**config.mk**
```make
export PLATFORM = sky130hd
export DESIGN_NAME = iob_wb2iob_arbiter
export DESIGN_NICKNAME = d
export VERILOG_FILES = /design/src/rtl/iob_arb_pkg.sv /design/src/rtl/iob_rr_arbiter2.sv /design/src/rtl/iob_wb2iob_arbiter.sv
export SDC_FILE = /design/constraint.sdc
export NUM_CORES = 1
export LEC_CHECK = 0
export BUFFER_PORTS_ARGS = -buffer_cell sky130_fd_sc_hd__buf_4
export CORE_AREA = 2 2 120 122
export CTS_CLUSTER_DIAMETER = 200
export DETAILED_ROUTE_END_ITERATION = 12
export DIE_AREA = 0 0 122 124
export SLEW_MARGIN = 40
export SYNTH_ARGS = -nofsm -noshare
export SYNTH_HDL_FRONTEND = slang
export SYNTH_SLANG_ARGS = --single-unit
```
**constraint.sdc**
```tcl
create_clock -name clk_i -period 5.4 [get_ports clk_i]
set_input_delay 0 -clock clk_i [delete_from_list [all_inputs] [get_ports clk_i]]
set_output_delay 0 -clock clk_i [all_outputs]
set_load 0.02 [all_outputs]
```
**src/rtl/iob_arb_pkg.sv**
```systemverilog
// Shared definitions for the two-master Wishbone-to-IOb arbiter:
// FSM encoding and the master index type.
package iob_arb_pkg;

    localparam int MIDX_W = 1;

    typedef logic [MIDX_W-1:0] midx_t;

    localparam logic [0:0] IDLE = 1'b0;
    localparam logic [0:0] BUSY = 1'b1;

endpackage

```
**src/rtl/iob_rr_arbiter2.sv**
```systemverilog
// Combinational two-way round-robin picker: a lone requester wins outright,
// on a tie the master that was not served last wins.
module iob_rr_arbiter2
    import iob_arb_pkg::*;
(
    input  logic [1:0] req,
    input  midx_t      last,
    output logic       gnt_valid,
    output midx_t      gnt_idx
);

    always_comb begin
        gnt_valid = |req;
        gnt_idx   = MIDX_W'(0);
        case (req)
            2'b10:   gnt_idx = MIDX_W'(1);
            2'b11:   gnt_idx = ~last;
            default: gnt_idx = MIDX_W'(0);
        endcase
    end

endmodule

```
**src/rtl/iob_wb2iob_arbiter.sv**
```systemverilog
// Shares one IOb slave port between two Wishbone masters with round-robin
// arbitration, registered request fields and a watchdog for hung transfers.
module iob_wb2iob_arbiter
    import iob_arb_pkg::*;
#(
    parameter int ADDR_W    = 32,
    parameter int DATA_W    = 32,
    parameter int TIMEOUT_W = 8
) (
    input  logic                clk_i,
    input  logic                arst_i,

    input  logic [ADDR_W-1:0]   m0_addr_i,
    input  logic [DATA_W/8-1:0] m0_select_i,
    input  logic                m0_we_i,
    input  logic                m0_cyc_i,
    input  logic                m0_stb_i,
    input  logic [DATA_W-1:0]   m0_data_i,
    output logic                m0_ack_o,
    output logic                m0_error_o,
    output logic [DATA_W-1:0]   m0_data_o,

    input  logic [ADDR_W-1:0]   m1_addr_i,
    input  logic [DATA_W/8-1:0] m1_select_i,
    input  logic                m1_we_i,
    input  logic                m1_cyc_i,
    input  logic                m1_stb_i,
    input  logic [DATA_W-1:0]   m1_data_i,
    output logic                m1_ack_o,
    output logic                m1_error_o,
    output logic [DATA_W-1:0]   m1_data_o,

    output logic                valid_o,
    output logic [ADDR_W-1:0]   address_o,
    output logic [DATA_W-1:0]   wdata_o,
    output logic [DATA_W/8-1:0] wstrb_o,
    input  logic [DATA_W-1:0]   rdata_i,
    input  logic                ready_i
);

    localparam int CNT_W = (TIMEOUT_W > 0) ? TIMEOUT_W : 1;
    // Counter value during the last non-ready cycle before abort
    localparam logic [CNT_W-1:0] TERM = CNT_W'((2 ** TIMEOUT_W) - 2);

    logic [0:0]       state;
    midx_t            gnt;
    midx_t            last;
    logic [CNT_W-1:0] wdog;

    logic             gnt_valid;
    midx_t            gnt_idx;
    logic             busy;
    logic             timeout;
    logic             pick_m1;

    iob_rr_arbiter2 u_rr (
        .req       ({m1_cyc_i & m1_stb_i, m0_cyc_i & m0_stb_i}),
        .last      (last),
        .gnt_valid (gnt_valid),
        .gnt_idx   (gnt_idx)
    );

    assign busy    = (state == BUSY);
    assign pick_m1 = (gnt_idx == MIDX_W'(1));
    assign timeout = (TIMEOUT_W > 0) && busy && !ready_i && (wdog == TERM);

    // Responses go only to the granted master and only while it still holds cyc
    assign m0_ack_o   = ready_i & busy & (gnt == MIDX_W'(0)) & m0_cyc_i;
    assign m1_ack_o   = ready_i & busy & (gnt == MIDX_W'(1)) & m1_cyc_i;
    assign m0_error_o = timeout & (gnt == MIDX_W'(0)) & m0_cyc_i;
    assign m1_error_o = timeout & (gnt == MIDX_W'(1)) & m1_cyc_i;
    assign m0_data_o  = rdata_i;
    assign m1_data_o  = rdata_i;

    always_ff @(posedge clk_i or posedge arst_i) begin
        if (arst_i) begin
            state     <= IDLE;
            gnt       <= MIDX_W'(0);
            last      <= MIDX_W'(1);
            wdog      <= '0;
            valid_o   <= 1'b0;
            address_o <= '0;
            wdata_o   <= '0;
            wstrb_o   <= '0;
        end else begin
            case (state)
                IDLE: begin
                    if (gnt_valid) begin
                        address_o <= pick_m1 ? m1_addr_i : m0_addr_i;
                        wdata_o   <= pick_m1 ? m1_data_i : m0_data_i;
                        if (pick_m1)
                            wstrb_o <= m1_we_i ? m1_select_i : '0;
                        else
                            wstrb_o <= m0_we_i ? m0_select_i : '0;
                        valid_o <= 1'b1;
                        gnt     <= gnt_idx;
                        last    <= gnt_idx;
                        wdog    <= '0;
                        state   <= BUSY;
                    end
                end
                default: begin
                    // The IOb side cannot abort, so only ready or the watchdog end a transfer
                    if (ready_i || timeout) begin
                        valid_o <= 1'b0;
                        wdog    <= '0;
                        state   <= IDLE;
                    end else begin
                        wdog <= wdog + CNT_W'(1);
                    end
                end
            endcase
        end
    end

endmodule

```
==> impl_results.md <==
* Gr ovfl total at 0
* P per Cell Area at between 300 and 400 nW/um^2
* CTS HTree Levels at 3
* TritonCTS clock tree: done
* Worst hold path stage count at 0
* Syn Area/Cell at 8.28 um^2
* Status: completed
* Worst setup startpoint: last
* IO Pins at between 300 and 400
* Post-synth ARST share at 1.00
* Final setup viols at 0
* Diode count at 0
* Number of global-route vias before repair at between 4,000 and 5,000
* CTS clk-pin slew, worst paths at ~0.06 ns
* First-pass GRT wire length at 22,600 um
* Final ANT Viol Nets at 0
* Worst path slowest cell: nand3_2
* Die width at about 120 um
* Least-Margin Pin Slew at between 0.7 and 0.8 ns
* Cell family with the largest share of critical-path delay: buffers and inverters
* Tcrit/Tclk final at 0.493
* Syn Inst Count at 510
* Register area share after synthesis at 0.475
* R2r startpoint: last
* RSZ-0062 raised after global routing: false
* Vias at approximately 4,600
* Hold slack at ~0.000011 ns
* DRT Pass-1 Iters at 5
* Hold Crit Class: input pin to output port
* WP buf/inv at 2
* Largest buffer count on any clock path at 2
* Largest fanout on the critical path at 32
* Leakage at around 3.3 nW
* Row Count at 43
* Arr. time, crit path at about 2.9 ns
* Root Driver: clkbuf_16
* Total number of yosys warnings at 0
* GR peak layer: met2
* Total negative setup slack at 0 ns
* Syn-to-layout area delta at 71.2%
* Layout Utilization at 0.527
* DP Wirelength at 9990 um
* CTS Buf Count at 9
* Core box area at 13,700 um^2
* Max-cap check violation count at 0
* Critical-path cell list: nand3_1 -> nand3_2 -> nand3_1 -> dlygate4sd3_1 -> a31oi_1 -> dlygate4sd3_1
* Antenna violations before repair at 0
* Max Fclk at approximately 380 MHz
* Kind of critical path: flip-flop to flip-flop
* Critical hold path startpoint: rdata_i[0]
* Critical R2R Capture: wstrb_o[2]
* Total Wirelength at 15,100 um
* RD Place Congestion at just under 0.8
* Port bufs at between 200 and 250
* Worst-Skew Late Latency at roughly 0.34 ns
* Pins Over Slew Limit at 0
* DIE AREA at around 15,000 um^2
* Non-filler instance count after layout at 975
* Clk sinks at 80
* Cells after DPL at approximately 800
* # fillers at approximately 1,300
* # nets final at between 900 and 1,000
* Startpoint Class: flip-flop
* DR vias/cell at between 4 and 5
* DR iter-0 viols at approximately 250
* Relative slew slack at 0.512
* Commonest non-fill, non-tap cell in the layout: buf_4
* Cell variety after synth at 31
* Most frequent cells in the layout: buf_4 (220), nand2_1 (143), dlygate4sd3_1 (141)
* Critical Path Max Stage Delay at between 0.5 and 0.6 ns
* WHS Endpoint: m1_data_o[0]
* Worst Reg2Reg Path Length in Cells at 6
* Cell Area, Synth at between 4000 and 5000 um^2
* Grt met2 use at 0.345
* Gr usage total at 0.194
* Die Ht at between 100 and 150 um
* Clock skew at roughly 0.0035 ns
* DR DRC count at 0
* Final Hold Fails at 0
* Worst reg-to-reg setup slack at ~2.7 ns
* Critical Path RT at 5.62 ns
* Met1 Usage GRT at 0.210
* Total power at approximately 2.6 mW
* Post-CTS Setup Inserts at 0
* Syn_nets at 689
* Top_reg_cell synth: dfrtp_1
* Final min period at between 2 and 3 ns
* Post-synth EDFFs at 0
* Yosys reg bits at 80
* Worst vdd ir at approximately 0.14 mV
* Global Route met3 Usage at 0.0485
* Pin count of the biggest net entering global routing at 81
* Share of layout cells above drive strength 1 at 0.308
* Initial Util at 0.308
* CP Capture Type: flip-flop
* WL/cell at around 15 um
where the power goes:
part	internal [mW]	switching, mW	total, mW
clock	0.394	0.238	0.632
sequential	0.756	0.102	0.857
combinational	0.568	0.497	1.07
total	1.72	0.837	2.55
worst max-delay path by stage:
stage,endpoint,depth (start not counted)
CTS,wstrb_o[3],6
floorplan,address_o[0],1
global route,wstrb_o[2],6
detailed placement,wdata_o[20],5
global placement,wdata_o[10],4
finish,wstrb_o[2],6
repair_timing:
item | in CTS | in global routing
hold endpoints to repair | 147 | 0
resized for setup | 0 | 0
hold buffers | 141 | 0
per-stage QoR:
| step | worst slack (ns) | instance area [um^2] |
|---|---|---|
| floorplan | 3.35 | 4220 |
| global placement | 2.88 | 5470 |
| detailed placement | 3.36 | 5510 |
| CTS | 2.74 | 7220 |
| global route | 2.56 | 7230 |
| finish | 2.74 | 7230 |
Yosys cell counts, types with 3 or more instances:
cell | count | area [um^2]
nand2_1 | 143 | 537
dfrtp_1 | 79 | 1980
nor2_1 | 73 | 274
a31oi_1 | 69 | 432
buf_4 | 66 | 495
buf_2 | 21 | 105
nand3_1 | 13 | 65.1
o21ai_0 | 6 | 30.0
clkbuf_1 | 5 | 18.8
inv_1 | 4 | 15.0
a21o_1 | 3 | 22.5
nand2b_1 | 3 | 18.8
final cells by class:
type | count | area, um^2 | area share
repair buffers | 364 | 3110 | 0.430
well taps | 180 | 225 | 0.0312
inverters | 4 | 16.3 | 0.00225
clock buffers | 13 | 270 | 0.0374
multi-input cells | 332 | 1570 | 0.217
flip-flops and latches | 80 | 2000 | 0.277
clock inverters | 2 | 37.5 | 0.00519
flip-flops by register name, indices dropped and copies added, names as in the netlist:
signal	cells
address_o	32
wdata_o	32
wdog	8
wstrb_o	4
busy	1
gnt	1
last	1
valid_o	1
per-layer routing:
layer  part of all wire  wire length (um)  vias up
met3              0.083              1250       46
li1                   -                 -     2194
met1               0.37              5660     2152
met5                  0                 0        -
met4              0.039               592        0
met2               0.50              7600      246
cells by family after synthesis:
kind of cell / after synthesis / synth area share
adders and majority gates: 2 / 0.00593
and+or+nand+nor: 241 / 0.227
buffers and inverters: 98 / 0.156
xor gates and xnor gates: 1 / 0.00208
DFF: 80 / 0.475
AOI/OAI and AO/OA: 87 / 0.132
muxes: 1 / 0.00237
(Power assumes the default switching activity.)
